**src/rtl/uart_rx_ctrl_if.sv**
```systemverilog
// Host-side frame FIFO port: head-of-queue entry with a valid/ready handshake.
// The controller drives the head entry through the master modport; the host
// consumes it through the slave modport.
interface uart_rx_ctrl_if;
    logic [7:0] data;
    logic       parity_err;
    logic       frame_err;
    logic       valid;
    logic       ready;

    modport master (
        output data,
        output parity_err,
        output frame_err,
        output valid,
        input  ready
    );

    modport slave (
        input  data,
        input  parity_err,
        input  frame_err,
        input  valid,
        output ready
    );
endinterface

```
**src/rtl/uart_rx_ctrl.sv**
```systemverilog
// UART receive-side controller.
// Synchronizes the serial line, hunts for a start bit, issues one mid-bit
// rx_en strobe per bit period, and queues each finished frame (data, parity
// and framing status) into a small FIFO that the host drains.
// rx_en is a registered output, so each strobe decision is made one cycle
// ahead: the start-bit check looks at the first synchronizer flop, which
// holds the value rx_line will carry in the strobe cycle.
module uart_rx_ctrl #(
    parameter int CLKS_PER_BIT = 16,
    parameter int FIFO_DEPTH   = 4
) (
    input  logic        clk,
    input  logic        reset,
    input  logic        rx_in,
    output logic        rx_line,
    output logic        rx_en,
    input  logic        rcv_busy,
    input  logic [7:0]  rcv_data,
    input  logic        rcv_error,
    input  logic        enable,
    uart_rx_ctrl_if.master host,
    output logic        overrun,
    input  logic        clear_overrun
);

    localparam int HALF  = CLKS_PER_BIT / 2;
    localparam int CNT_W = $clog2(CLKS_PER_BIT);
    localparam int AW    = $clog2(FIFO_DEPTH);
    localparam int PW    = AW + 1;

    localparam logic [CNT_W-1:0] HUNT_LAST   = CNT_W'(HALF - 2);
    localparam logic [CNT_W-1:0] BIT_LAST    = CNT_W'(CLKS_PER_BIT - 1);
    localparam logic [3:0]       LAST_STROBE = 4'd9;

    typedef enum logic [1:0] {
        IDLE    = 2'd0,
        HUNT    = 2'd1,
        SAMPLE  = 2'd2,
        CAPTURE = 2'd3
    } state_t;

    // Line synchronizer and edge history
    logic             sync0_r;
    logic             sync1_r;
    logic             prev_r;

    // Frame sequencing
    state_t           state_r;
    state_t           state_nxt;
    logic [CNT_W-1:0] cnt_r;
    logic [CNT_W-1:0] cnt_nxt;
    logic [3:0]       bit_cnt_r;
    logic [3:0]       bit_cnt_nxt;
    logic             stop_bad_r;
    logic             stop_bad_nxt;
    logic             rx_en_r;
    logic             rx_en_nxt;

    // Frame FIFO
    logic [9:0]       mem_r [FIFO_DEPTH];
    logic [PW-1:0]    wr_ptr_r;
    logic [PW-1:0]    wr_ptr_nxt;
    logic [PW-1:0]    rd_ptr_r;
    logic [PW-1:0]    rd_ptr_nxt;
    logic [9:0]       head_r;
    logic [9:0]       head_nxt;
    logic             valid_r;
    logic             valid_nxt;
    logic             overrun_r;

    logic             push_s;
    logic             pop_s;
    logic             full_s;
    logic             write_s;
    logic             drop_s;
    logic [9:0]       entry_s;

    assign rx_line         = sync1_r;
    assign rx_en           = rx_en_r;
    assign overrun         = overrun_r;
    assign host.data       = head_r[7:0];
    assign host.parity_err = head_r[8];
    assign host.frame_err  = head_r[9];
    assign host.valid      = valid_r;

    // Synchronizer, edge history and sequencer state registers
    always_ff @(posedge clk) begin
        if (reset) begin
            sync0_r    <= 1'b1;
            sync1_r    <= 1'b1;
            prev_r     <= 1'b1;
            state_r    <= IDLE;
            cnt_r      <= '0;
            bit_cnt_r  <= 4'd0;
            stop_bad_r <= 1'b0;
            rx_en_r    <= 1'b0;
        end else begin
            sync0_r    <= rx_in;
            sync1_r    <= sync0_r;
            prev_r     <= sync1_r;
            state_r    <= state_nxt;
            cnt_r      <= cnt_nxt;
            bit_cnt_r  <= bit_cnt_nxt;
            stop_bad_r <= stop_bad_nxt;
            rx_en_r    <= rx_en_nxt;
        end
    end

    // Next-state, counter and strobe decisions for the frame sequencer
    always_comb begin
        state_nxt    = state_r;
        cnt_nxt      = cnt_r;
        bit_cnt_nxt  = bit_cnt_r;
        stop_bad_nxt = stop_bad_r;
        rx_en_nxt    = 1'b0;
        case (state_r)
            IDLE: begin
                // Only a genuine 1->0 transition starts a frame, so a line
                // stuck low never retriggers.
                if (enable && prev_r && !sync1_r) begin
                    state_nxt = HUNT;
                    cnt_nxt   = '0;
                end else begin
                    state_nxt = IDLE;
                end
            end
            HUNT: begin
                if (cnt_r == HUNT_LAST) begin
                    if (!sync0_r) begin
                        rx_en_nxt   = 1'b1;
                        state_nxt   = SAMPLE;
                        cnt_nxt     = '0;
                        bit_cnt_nxt = 4'd0;
                    end else begin
                        // Line back high at mid-start-bit: glitch, not a frame
                        state_nxt = IDLE;
                        cnt_nxt   = '0;
                    end
                end else begin
                    cnt_nxt = cnt_r + CNT_W'(1);
                end
            end
            SAMPLE: begin
                if (rx_en_r && (bit_cnt_r == LAST_STROBE)) begin
                    // Strobe 9 lands in the middle of the stop bit
                    state_nxt    = CAPTURE;
                    stop_bad_nxt = ~sync1_r;
                    cnt_nxt      = '0;
                end else if (cnt_r == BIT_LAST) begin
                    rx_en_nxt   = 1'b1;
                    cnt_nxt     = '0;
                    bit_cnt_nxt = bit_cnt_r + 4'd1;
                end else begin
                    cnt_nxt = cnt_r + CNT_W'(1);
                end
            end
            CAPTURE: begin
                state_nxt   = IDLE;
                cnt_nxt     = '0;
                bit_cnt_nxt = 4'd0;
            end
            default: begin
                state_nxt   = IDLE;
                cnt_nxt     = '0;
                bit_cnt_nxt = 4'd0;
            end
        endcase
    end

    // FIFO control: push/pop arbitration, pointer update and next head entry
    always_comb begin
        push_s  = (state_r == CAPTURE);
        pop_s   = valid_r && host.ready;
        full_s  = (wr_ptr_r[AW] != rd_ptr_r[AW]) &&
                  (wr_ptr_r[AW-1:0] == rd_ptr_r[AW-1:0]);
        write_s = push_s && (!full_s || pop_s);
        drop_s  = push_s && full_s && !pop_s;
        entry_s = {stop_bad_r | rcv_busy, rcv_error, rcv_data};

        if (write_s) begin
            wr_ptr_nxt = wr_ptr_r + PW'(1);
        end else begin
            wr_ptr_nxt = wr_ptr_r;
        end

        if (pop_s) begin
            rd_ptr_nxt = rd_ptr_r + PW'(1);
        end else begin
            rd_ptr_nxt = rd_ptr_r;
        end

        valid_nxt = (wr_ptr_nxt != rd_ptr_nxt);

        // The slot being written this cycle is only the new head when it is
        // the sole entry, so forward it instead of reading stale memory.
        if (!valid_nxt) begin
            head_nxt = 10'd0;
        end else if (write_s && (wr_ptr_r[AW-1:0] == rd_ptr_nxt[AW-1:0])) begin
            head_nxt = entry_s;
        end else begin
            head_nxt = mem_r[rd_ptr_nxt[AW-1:0]];
        end
    end

    // FIFO pointers and registered head-of-queue outputs
    always_ff @(posedge clk) begin
        if (reset) begin
            wr_ptr_r <= '0;
            rd_ptr_r <= '0;
            head_r   <= 10'd0;
            valid_r  <= 1'b0;
        end else begin
            wr_ptr_r <= wr_ptr_nxt;
            rd_ptr_r <= rd_ptr_nxt;
            head_r   <= head_nxt;
            valid_r  <= valid_nxt;
        end
    end

    // FIFO storage; contents are qualified by the pointers, so no reset
    always_ff @(posedge clk) begin
        if (write_s) begin
            mem_r[wr_ptr_r[AW-1:0]] <= entry_s;
        end else begin
            mem_r[wr_ptr_r[AW-1:0]] <= mem_r[wr_ptr_r[AW-1:0]];
        end
    end

    // Sticky overrun flag; a dropped frame outranks a clear request
    always_ff @(posedge clk) begin
        if (reset) begin
            overrun_r <= 1'b0;
        end else if (drop_s) begin
            overrun_r <= 1'b1;
        end else if (clear_overrun) begin
            overrun_r <= 1'b0;
        end else begin
            overrun_r <= overrun_r;
        end
    end

endmodule
```
**src/flat_wrapper.sv**
```systemverilog
// flat-port wrapper written by rule: the top's interface ports become plain ports
module uart_rx_ctrl_flat 
#(
    parameter int CLKS_PER_BIT = 16,
    parameter int FIFO_DEPTH   = 4
)
  (clk, reset, rx_in, rx_line, rx_en, rcv_busy, rcv_data, rcv_error, enable, overrun, clear_overrun, host_data, host_parity_err, host_frame_err, host_valid, host_ready);
  uart_rx_ctrl_if host_i ();
  input  logic clk;
  input  logic reset;
  input  logic rx_in;
  output logic rx_line;
  output logic rx_en;
  input  logic rcv_busy;
  input  logic [7:0] rcv_data;
  input  logic rcv_error;
  input  logic enable;
  output logic overrun;
  input  logic clear_overrun;
  output wire logic [$bits(host_i.data)-1:0] host_data;
  output wire logic [$bits(host_i.parity_err)-1:0] host_parity_err;
  output wire logic [$bits(host_i.frame_err)-1:0] host_frame_err;
  output wire logic [$bits(host_i.valid)-1:0] host_valid;
  input wire logic [$bits(host_i.ready)-1:0] host_ready;
  assign host_data = host_i.data;
  assign host_parity_err = host_i.parity_err;
  assign host_frame_err = host_i.frame_err;
  assign host_valid = host_i.valid;
  assign host_i.ready = host_ready;
  uart_rx_ctrl #(.CLKS_PER_BIT(CLKS_PER_BIT), .FIFO_DEPTH(FIFO_DEPTH)) u_core (.clk(clk), .reset(reset), .rx_in(rx_in), .rx_line(rx_line), .rx_en(rx_en), .rcv_busy(rcv_busy), .rcv_data(rcv_data), .rcv_error(rcv_error), .enable(enable), .host(host_i), .overrun(overrun), .clear_overrun(clear_overrun));
endmodule
```
**config.mk**
```make
export PLATFORM = sky130hd
export DESIGN_NAME = uart_rx_ctrl_flat
export DESIGN_NICKNAME = d
export VERILOG_FILES = /design/src/rtl/uart_rx_ctrl_if.sv /design/src/rtl/uart_rx_ctrl.sv /design/src/flat_wrapper.sv
export SDC_FILE = /design/constraint.sdc
export NUM_CORES = 1
export LEC_CHECK = 0
export ABC_AREA = 1
export BUFFER_PORTS_ARGS = -buffer_cell sky130_fd_sc_hd__buf_2
export CAP_MARGIN = 10
export CORE_MARGIN = 2
export CORE_UTILIZATION = 55
export CTS_CLUSTER_DIAMETER = 50
export DETAILED_ROUTE_END_ITERATION = 7
export PLACE_DENSITY = 0.72
export SYNTH_ARGS = -nofsm -noshare
export SYNTH_HDL_FRONTEND = slang
export SYNTH_SLANG_ARGS = --single-unit
export TNS_END_PERCENT = 10
```
**constraint.sdc**
```tcl
create_clock -name clk -period 2.05 [get_ports clk]
set_input_delay 0.41 -clock clk [delete_from_list [all_inputs] [get_ports clk]]
set_output_delay 0.41 -clock clk [all_outputs]
set_load 0.02 [all_outputs]
```
== Yosys cells after proc, flatten, opt, wreduce, memory -nomap -nowiden ==
Memory sizes are Yosys's and may differ from the RTL's. A register that Yosys moved wholly into a read port is not among the register bits.
Index checks and enable logic that the tools add are counted.
W data, S select, Z words.

* Add/subtract/negate cells: 4
* Equal/unequal tests: 16
* Multiplexer cells: 28
* Bitwise gates (word level): 4
* Reductions and logical operators: 20

{| class="wikitable"
|+ Operator list
! kind !! count
|-
| $mux W4 || 8
|-
| $pmux W4 S4 || 1
|-
| $pmux W4 S3 || 1
|-
| $mux W1 || 10
|-
| $mux W10 || 1
|-
| $add A4 B1 Y4 const B || 2
|-
| $eq A4 B4 Y1 const B || 2
|-
| $logic_and A1 B1 Y1 || 8
|-
| $ne A2 B1 Y1 const B || 4
|-
| $pmux W2 S4 || 1
|-
| $add A3 B1 Y3 const B || 2
|-
| $mux W2 || 3
|-
| $mux W3 || 2
|-
| $reduce_and A2 Y1 || 3
|-
| $reduce_and A5 Y1 || 1
|-
| $eq A2 B2 Y1 const B || 2
|-
| $eq A4 B3 Y1 const B || 1
|-
| $ne A2 B2 Y1 const B || 2
|-
| $logic_not A1 Y1 || 3
|-
| $ne A3 B3 Y1 || 1
|-
| $reduce_bool A3 Y1 || 1
|-
| $eq A2 B1 Y1 const B || 1
|-
| $eq A2 B2 Y1 || 1
|-
| $logic_not A2 Y1 || 1
|-
| other kinds (8) || 10
|}

* Register bits after elaboration: 23
* Bits in writable memories: 40
* Bits of input ports: 16
* Output and inout port bits: 14
* Memories: 1

{| class="wikitable"
|+ Memories
! memory !! words !! bits a word !! rd ports !! clocked after memory_dff !! wr ports !! line !! RTL
|-
| u_core.mem_r || 4 || 10 || 1 || 1 || 1 || uart_rx_ctrl.sv:60 || <nowiki>logic [9:0] mem_r [FIFO_DEPTH];</nowiki>
|}

== Depth between registers and ports, before layout ==
Gate-level depths: netlist (run 1).

* Depth after elaboration: 9
* Depth in mapped cells: 13
* Gate-level depth less buffers: 12

== Worst setup path after synthesis (run 1) ==
Ideal clock, no wire load.

* Path kind: reg-to-reg
* Start point: register u_core.valid_r, in the netlist u_core.host.valid
* End point: memory u_core.mem_r[0][0] (enable)
* Setup time: 376 ps
* Arrival time: 1400 ps
* Setup slack: 274 ps
* Cell stages (with the launch flop): 7
* Cells stage by stage: dfxtp_1 > nand2_2 > nand2_2 > nor2_4 > nand2_4 > nand2_8 > nor2_1

* Word-level cells in the longest chain between the ends: 6

{| class="wikitable"
|+ RTL lines
! item !! line !! RTL
|-
| from (decl) || uart_rx_ctrl.sv:67 || <nowiki>logic valid_r;</nowiki>
|-
| from (signal assigned) || uart_rx_ctrl.sv:216 || <nowiki>valid_r <= valid_nxt;</nowiki>
|-
| $logic_and A1 B1 Y1 * || uart_rx_ctrl.sv:173 || <nowiki>pop_s = valid_r && host.ready;</nowiki>
|-
| $logic_or A1 B1 Y1 * || uart_rx_ctrl.sv:176 || <nowiki>write_s = push_s && (!full_s || pop_s);</nowiki>
|-
| $logic_and A1 B1 Y1 * || uart_rx_ctrl.sv:176 ||
|-
| $mux W1 (on tied branches) || uart_rx_ctrl.sv:222, uart_rx_ctrl.sv:225 ||
|-
| $mux W1 (not written as such) / $reduce_and A2 Y1 (equally long branches) || -- ||
|-
| $or A1 B1 Y1 (no line) * || -- ||
|-
| to (decl) || uart_rx_ctrl.sv:60 ||
|}

Mark *: on every way between the ends. The rest lies on a longest branch, timed or not.

== Worst setup path in the final report (run 1) ==
* Start point: register u_core.rd_ptr_r[0]
* End point: register u_core.head_r[5] (read register of u_core.mem_r)

* Word-level cells in the longest chain between the ends: 9

{| class="wikitable"
|+ RTL lines
! item !! line !! RTL
|-
| from (decl) || uart_rx_ctrl.sv:63 || <nowiki>logic [PW-1:0] rd_ptr_r;</nowiki>
|-
| from (signal assigned) || uart_rx_ctrl.sv:214 || <nowiki>rd_ptr_r <= rd_ptr_nxt;</nowiki>
|-
| $eq A2 B2 Y1 || uart_rx_ctrl.sv:175 || <nowiki>(wr_ptr_r[AW-1:0] == rd_ptr_r[AW-1:0]);</nowiki>
|-
| $logic_and A1 B1 Y1 || uart_rx_ctrl.sv:174 || <nowiki>full_s = (wr_ptr_r[AW] != rd_ptr_r[AW]) &&</nowiki>
|-
| $logic_not A1 Y1 || uart_rx_ctrl.sv:176 ||
|-
| $logic_or A1 B1 Y1 || uart_rx_ctrl.sv:176 ||
|-
| $logic_and A1 B1 Y1 || uart_rx_ctrl.sv:176 ||
|-
| $mux W3 || uart_rx_ctrl.sv:180 || <nowiki>if (write_s) begin</nowiki>
|-
| $ne A3 B3 Y1 || uart_rx_ctrl.sv:192 || <nowiki>valid_nxt = (wr_ptr_nxt != rd_ptr_nxt);</nowiki>
|-
| $not A1 Y1 (no line) || -- ||
|-
| $reduce_or A2 Y1 (no line) || -- ||
|-
| to (decl) || uart_rx_ctrl.sv:65 || <nowiki>logic [9:0] head_r;</nowiki>
|}

Several ways; a longest one is shown, not always the timed one.
A chain may end at the register's enable or synchronous reset.

==> flow_metrics.tcl, run 1 <==
set metrics [dict create \
    synthTopCellsByArea "edfxtp_1 (36%), dfxtp_1 (20%), inv_1 (5.6%), ha_1 (5.3%), nand2_1 (4.8%)" \
    overflow 0 \
    track_usage 0.216 \
    gp_congestion 0.830 \
    worstPathRequired_ns 2.34 \
    grt_pass1_wl_um 10500 \
    cts_resized 0 \
    final_common_cell "inv_1" \
    drc_errors 0 \
    r2r_slack_ns 0.23 \
    p_per_area_mw_per_mm2 1200 \
    fin_tns_setup_ns 0 \
    startpoint_type "register" \
    avgSynthCellArea_um2 9.44 \
    setup_ws_ns 0.229 \
    leakage_nw 1.64 \
    num-fill-cells 478 \
    max_stage_delay_ns 0.42 \
    netlist.area_leader.share 0.364 \
    nNetsFinal 422 \
    antenna_found_initial 0 \
    viasPerCell 5.12 \
    area_growth_pct 14.9 \
    worstPathMaxFanout 11 \
    period_share 0.888 \
    postCtsHoldBufs 0 \
    root_buffer "clkbuf_8" \
    cts_buffer_depth 2 \
    wl_per_cell_um 13.6 \
    fin_worst_skew_ns 0.00452 \
    clock_latency_ns 0.34 \
    grt_pass1_vias 2243 \
    cts-buffers-inserted 9 \
    arrival_ns 2.11 \
    antenna_cells 0 \
    critPathSlowestCell "dfxtp_1" \
    cts_setup_buffers 0 \
    rsz0062_at_grt "no" \
    synth_nets 380 \
    fin_crit_ns 1.82 \
    vias 2415 \
    cts_tree "done" \
    core_mm2 0.00585 \
    dieWidth_um 81.5 \
    status "finished clean" \
    io_pins 30 \
    ant_nets 0 \
    final_layout_size_suffix_gt1_frac 0.209 \
    htreeDepth 3 \
    setup_violations 0 \
    start_util 0.565 \
    mostFrequentLayoutCells "inv_1 (49), nand2_1 (42), nor2_1 (40), edfxtp_1 (40), dfxtp_1 (33)" \
    netlist_area_mm2 0.00330 \
    synthCells 350 \
    clkSinkCount 73 \
    slew_violations 0 \
    critPathCaptureType "register" \
    ys_warn_count 0 \
    multi_input_area_mm2 0.00118 \
    hpwl_um 4420 \
    tightest_slew_ns 0.555 \
    post_synth_num_cell_types 34 \
    hold_violations 0 \
    port_buffers 29 \
    fmax_mhz 549 \
    dieArea_mm2 0.00664 \
    die_h_um 81.5 \
    slew_headroom 0.626 \
    synth-seq-cells 73 \
    yosys.area.top_type "edfxtp_1" \
    place_ws_ns 0.227 \
    ir_drop_uv 924 \
    cp_cell_sequence "ha_1, o21ai_2, buf_4, o21ai_0, o22ai_1, nand2_1, o21ai_1, inv_1, nor2_2" \
    seqCellArea_mm2 0.00186 \
    crit_type "register to register" \
    grt_max_degree 21 \
    seq_area_frac_synth 0.564 \
    rows 28 \
    cap_violations 0 \
    drt_iter0_markers 177 \
    hold_class "input pin to register" \
    dr.pass1.iters 4 \
    routed_wl_um 6420 \
    clk_pin_slew_ns 0.07 \
    fin_util 0.649 \
]
[cells in the mapped netlist (all sizes together)]
cell,count
a21oi,13
nand2,48
inv,54
buf,6
nor3,2
or2,3
dfxtp,33
ha,14
clkbuf,4
nand3,17
nand3b,2
a31oi,2
nor2,51
o21ai,39
o211a,1
xor2,4
edfxtp,40
a2bb2oi,1
o21bai,2
nand4,3
o22ai,11
[metrics by stage]
| step | std cells | hold WS (ns) | instance area, µm² | total power, mW |
|---|---|---|---|---|
| after detailed placement | 456 | 0.447 | 3590 | 3.45 |
| after global placement | 456 | 0.440 | 3590 | 3.41 |
| after global routing | 472 | 0.263 | 3790 | 4.87 |
| after floorplan | 350 | 0.417 | 3300 | 2.98 |
| after CTS | 472 | 0.242 | 3790 | 4.59 |
| final | 472 | 0.251 | 3790 | 4.55 |
[critical path: cells and delay by family (launching register included)]
family          cells  cell delay, ns
simple gates        2            0.17
flops               1            0.42
buf+inv             2            0.28
compound gates      4            0.62
fa+ha+maj           1            0.27
[state kept, by name, summed over array words and instances (netlist names), named ones only]
signal             flops
u_core.wr_ptr_r        3
u_core.stop_bad_r      1
u_core.state_r         1
u_core.prev_r          1
u_core.rx_en           1
u_core.rx_line         1
u_core.sync0_r         1
u_core.rd_ptr_r        3
u_core.host.valid      1
u_core.overrun         1
u_core.head_r         10
u_core.mem_r          40
u_core.bit_cnt_r       4
u_core.cnt_r           4
[report_power, final]
group	leakage (nW)	internal (mW)	total (mW)	switching, mW
registers	0.627	1.68	1.76	0.0817
logic	0.911	0.612	1.65	1.04
clock network	0.101	0.622	1.14	0.522
[logic make-up after synthesis]
logic type | Yosys count | share of synthesized area
AO/OA/AOI/OAI | 69 | 0.116
buffers and inverters | 64 | 0.0780
adder cells (fa/ha/maj) | 14 | 0.0530
XOR/XNOR | 4 | 0.0106
AND/OR/NAND/NOR | 126 | 0.179
flip-flops | 73 | 0.564
[final timing paths]
check                                                   end                          start  cells past startpoint
worst max-delay path            u_core.head_r[5]$_SDFF_PP0_  u_core.rd_ptr_r[0]$_SDFF_PP0_                      9
worst max register to register  u_core.head_r[5]$_SDFF_PP0_  u_core.rd_ptr_r[0]$_SDFF_PP0_                      9
worst min register to register  u_core.overrun$_SDFFE_PP0P_    u_core.overrun$_SDFFE_PP0P_                      2
worst min-delay path              u_core.sync0_r$_SDFF_PP1_                          rx_in                      2
[final cells by class]
cell class                 instances  share of cell area
inverter                          54              0.0534
multi-input combinational        213               0.312
tap                               75              0.0247
sequential                        73               0.491
clock inverter                     5              0.0142
timing repair buffer              41              0.0653
clock buffer                      11              0.0399
[per-layer routing]
layer	vias up	global-route usage	wire length [µm]
met1	1124	0.299	3200
li1	1246	-	-
met3	11	0.0429	221
met2	34	0.329	2880
met4	0	0.0966	119
met5	-	0	0
(Power assumes the default switching activity.)
==> run 2: changes to the inputs <==
- PLACE_DENSITY: 0.72 -> 0.75
==> run 2 against run 1 <==
Effect of this change: hold slack got worse by 0.0092 ns; sequential share of layout area is 0.081 points higher; non-clock buffer count increased by 1; register-to-register slack lost 0.02 ns; flip-flop and latch count unchanged; via count increased by 0.58%; wire length fell by 4.1%; final area down 0.16%; clock power about the same; core utilization decreased by 0.11 points; critical path depth unchanged; critical path type unchanged; critical endpoint is now u_core.head_r[1]$_SDFF_PP0_; largest cell class unchanged.
==> flow_metrics.tcl, run 2 (same netlist as run 1, synthesis figures left out) <==
set metrics [dict create \
    drc_errors 0 \
    cts_resized 0 \
    core_mm2 0.00585 \
    hold_violations 0 \
    critPathCaptureType "register" \
    vias 2429 \
    grt_max_degree 21 \
    wl_met2_um 2840 \
    tightest_slew_ns 0.581 \
    overflow 0 \
    final_layout_size_suffix_gt1_frac 0.214 \
    viasPerCell 5.14 \
    cts_setup_buffers 0 \
    cap_violations 0 \
    startpoint_type "register" \
    fin_tns_setup_ns 0 \
    worstPathMaxFanout 12 \
    ant_nets 0 \
    dp_cells 457 \
    wl_per_cell_um 13.0 \
    slew_violations 0 \
    clock_latency_ns 0.35 \
    io_pins 30 \
    arrival_ns 2.13 \
    dieWidth_um 81.5 \
    p_per_area_mw_per_mm2 1190 \
    period_share 0.896 \
    fin_worst_skew_ns 0.00993 \
    dieArea_mm2 0.00664 \
    area_growth_pct 14.7 \
    worstPathRequired_ns 2.35 \
    critPathSlowestCell "dfxtp_1" \
    hpwl_um 4230 \
    top_layer "met4" \
    antenna_cells 0 \
    dr_wl_met3_um 261 \
    port_buffers 29 \
    gp_congestion 0.826 \
    crit_type "register to register" \
    rows 28 \
    leakage_nw 1.63 \
    drt_iter0_markers 167 \
    hold_class "input pin to register" \
    cts-buffers-inserted 9 \
    start_util 0.565 \
    grt_pass1_wl_um 10300 \
    htreeDepth 3 \
    rsz0062_at_grt "no" \
    fin_crit_ns 1.84 \
    cp_cell_sequence "ha_1, o21ai_2, inv_2, nor2_1, o21bai_1, buf_4, o21ai_1, inv_1, nor2_2" \
    largest_register_ff_count 40 \
    clkSinkCount 73 \
    nNetsFinal 423 \
    met1_length_um 2910 \
    setup_violations 0 \
    routed_wl_um 6160 \
    track_usage 0.210 \
    antenna_found_initial 0 \
    max_stage_delay_ns 0.41 \
    root_buffer "clkbuf_8" \
    ir_drop_uv 871 \
    mostFrequentLayoutCells "inv_1 (49), nand2_1 (42), nor2_1 (40), edfxtp_1 (40), dfxtp_1 (33)" \
    stdcell_count 473 \
    postCtsHoldBufs 0 \
    final_common_cell "inv_1" \
    die_h_um 81.5 \
    clk_pin_slew_ns 0.08 \
    fmax_mhz 544 \
    slew_headroom 0.608 \
    dr.pass1.iters 5 \
    status "finished clean" \
    grt_pass1_vias 2188 \
    cts_tree "done" \
    cts_buffer_depth 2 \
]
run 2: worst max-delay path: cells and delay by family, from the launching register on:
family,cells,cell delay (ns)
compound gates,3,0.49
fa+ha+maj,1,0.27
buf+inv,3,0.40
flops,1,0.41
simple gates,2,0.21
run 2: cell type report:
cell class / instances / area, µm²
Fill cell: 464 / 2060
Sequential cell: 73 / 1860
Multi-Input combinational cell: 213 / 1180
Timing Repair Buffer: 42 / 243
Inverter: 54 / 203
Clock buffer: 10 / 138
Tap cell: 75 / 93.8
Clock inverter: 6 / 66.3
run 2: worst paths after layout:
path | startpoint | slack [ns] | end | cells past startpoint
max | u_core.rd_ptr_r[0]$_SDFF_PP0_ | 0.21 | u_core.head_r[1]$_SDFF_PP0_ | 9
min | rx_in | 0.24 | u_core.sync0_r$_SDFF_PP1_ | 2
max reg2reg | u_core.rd_ptr_r[0]$_SDFF_PP0_ | 0.21 | u_core.head_r[1]$_SDFF_PP0_ | 9
min reg2reg | u_core.overrun$_SDFFE_PP0P_ | 0.46 | u_core.overrun$_SDFFE_PP0P_ | 2
run 2: per-stage QoR:
stage	total power [mW]	hold slack [ns]	instance area [µm²]	setup WS (ns)	utilization
finish	4.51	0.242	3790	0.213	0.648
global placement	3.36	0.438	3580	0.272	0.613
global route	4.82	0.234	3790	0.0296	0.648
CTS	4.54	0.227	3790	0.202	0.648
detailed placement	3.39	0.453	3580	0.228	0.613
floorplan	2.98	0.417	3300	0.274	-
run 2: per-layer routing:
layer,track usage,up-vias
met5,0,-
met4,0.108,0
met3,0.0418,13
met2,0.324,56
met1,0.283,1116
li1,-,1244
run 2: where the power goes:
| part | internal (mW) | total, mW | leakage [nW] | switching [mW] |
|---|---|---|---|---|
| clock network | 0.597 | 1.15 | 0.0965 | 0.557 |
| logic | 0.587 | 1.59 | 0.908 | 1.01 |
| registers | 1.68 | 1.76 | 0.627 | 0.0790 |
| total | 2.86 | 4.51 | 1.63 | 1.64 |
==> run 3: changes to the inputs <==
- CORE_ASPECT_RATIO: unset -> 1.4
==> run 3 against run 2 <==
Effect of this change: non-clock buffer count increased by 4; final area increased by 1.2%; fmax decreased by 1.6%; hold slack improved by 0.016 ns; die area increased by 0.13%; wire length increased by 6.6%; first-iteration DRC count decreased by 14%; critical endpoint is now u_core.head_r[4]$_SDFF_PP0_; largest cell class unchanged.
==> flow_metrics.tcl, run 3 (same netlist as run 1, synthesis figures left out) <==
set metrics [dict create \
    drt_iter0_markers 144 \
    setup_violations 0 \
    dieArea_mm2 0.00665 \
    clock_latency_ns 0.34 \
    fin_worst_skew_ns 0.0107 \
    cts_tree "done" \
    period_share 0.911 \
    dr.pass1.iters 4 \
    r2r_slack_ns 0.18 \
    final_area_mm2 0.00383 \
    die_h_um 95.7 \
    cts_setup_buffers 0 \
    worstPathRequired_ns 2.33 \
    dieWidth_um 69.5 \
    slew_headroom 0.605 \
    antenna_cells 0 \
    rows 33 \
    critPathSlowestCell "dfxtp_1" \
    setup_ws_ns 0.183 \
    cp_cell_sequence "ha_1, o21ai_2, buf_4, o21ai_0, o22ai_1, nand2_1, o21ai_1, inv_1, nor2_2" \
    fmax_mhz 536 \
    critPathCaptureType "register" \
    fin_tns_setup_ns 0 \
    port_buffers 29 \
    clk_pin_slew_ns 0.07 \
    wl_per_cell_um 13.9 \
    vias 2482 \
    fin_crit_ns 1.87 \
    max_stage_delay_ns 0.43 \
    cts_resized 0 \
    hold_class "input pin to register" \
    slew_violations 0 \
    ir_drop_uv 627 \
    rsz0062_at_grt "no" \
    track_usage 0.207 \
    final_layout_size_suffix_gt1_frac 0.216 \
    htreeDepth 3 \
    status "finished clean" \
    ant_nets 0 \
    postCtsHoldBufs 0 \
    tightest_slew_ns 0.586 \
    startpoint_type "register" \
    cp_num_buf_inv 2 \
    clkSinkCount 73 \
    worstPathMaxFanout 6 \
    cp_top_family "compound AO/OA/AOI/OAI gates" \
    viasPerCell 5.26 \
    antenna_found_initial 0 \
    cts_buffer_depth 2 \
    io_pins 30 \
    crit_type "register to register" \
    nNetsFinal 427 \
    p_per_area_mw_per_mm2 1210 \
    cap_violations 0 \
    area_growth_pct 16.0 \
    placed_area_mm2 0.00362 \
    start_util 0.567 \
    gp_congestion 0.889 \
    hold_violations 0 \
    cts-buffers-inserted 9 \
    routed_wl_um 6570 \
    place_ws_ns 0.226 \
    fin_util 0.658 \
    drc_errors 0 \
    grt_pass1_vias 2402 \
    overflow 0 \
    leakage_nw 1.66 \
    core_mm2 0.00582 \
    arrival_ns 2.15 \
    fin_hold_ws_ns 0.258 \
    root_buffer "clkbuf_8" \
    grt_max_degree 21 \
    mostFrequentLayoutCells "inv_1 (49), nand2_1 (42), nor2_1 (40), edfxtp_1 (40), dfxtp_1 (33)" \
    grt_pass1_wl_um 10500 \
    hpwl_um 4760 \
    final_common_cell "inv_1" \
    largest_register_ff_count 40 \
]
## run 3: changes by cell type in the layout (fill, tap and decap cells not counted), sizes merged
| cell | change |
|---|---|
| buf | +4 |
| bufinv | +1 |
| clkbuf | +1 |
| clkinvlp | -1 |
| inv | -1 |
## run 3: per-stage QoR
| stage | power [mW] | cells |
|---|---|---|
| 6_report | 4.62 | 472 |
| 5_1_grt | 4.91 | 472 |
| 4_1_cts | 4.64 | 472 |
| 3_5_place_dp | 3.45 | 456 |
| 3_3_place_gp | 3.41 | 456 |
| 2_1_floorplan | 2.98 | 350 |
## run 3: area by class of cell
cell class / count / area, µm²
inverter: 54 / 203
timing repair buffer: 46 / 285
sequential: 73 / 1860
clock buffer: 11 / 131
tap: 70 / 87.6
multi-input combinational: 213 / 1180
clock inverter: 5 / 80.1
fill: 463 / 1990
## run 3: where the power goes
part	total, mW	switching [mW]	internal (mW)
clock	1.19	0.503	0.684
combinational	1.67	1.06	0.615
sequential	1.76	0.0807	1.68
## run 3: routing by layer
metal / GRT usage / wire, µm / vias to the layer above
li1: - / - / 1249
met1: 0.204 / 2530 / 1170
met2: 0.410 / 3660 / 53
met3: 0.0293 / 279 / 10
met4: 0.118 / 93 / 0
met5: 0 / 0 / -
## run 3: worst paths after layout
| path | startpoint | endpoint | cells after the start |
|---|---|---|---|
| max | u_core.rd_ptr_r[0]$_SDFF_PP0_ | u_core.head_r[4]$_SDFF_PP0_ | 9 |
| min | rx_in | u_core.sync0_r$_SDFF_PP1_ | 2 |
| max reg2reg | u_core.rd_ptr_r[0]$_SDFF_PP0_ | u_core.head_r[4]$_SDFF_PP0_ | 9 |
| min reg2reg | u_core.stop_bad_r$_SDFFE_PP0N_ | u_core.stop_bad_r$_SDFFE_PP0N_ | 2 |
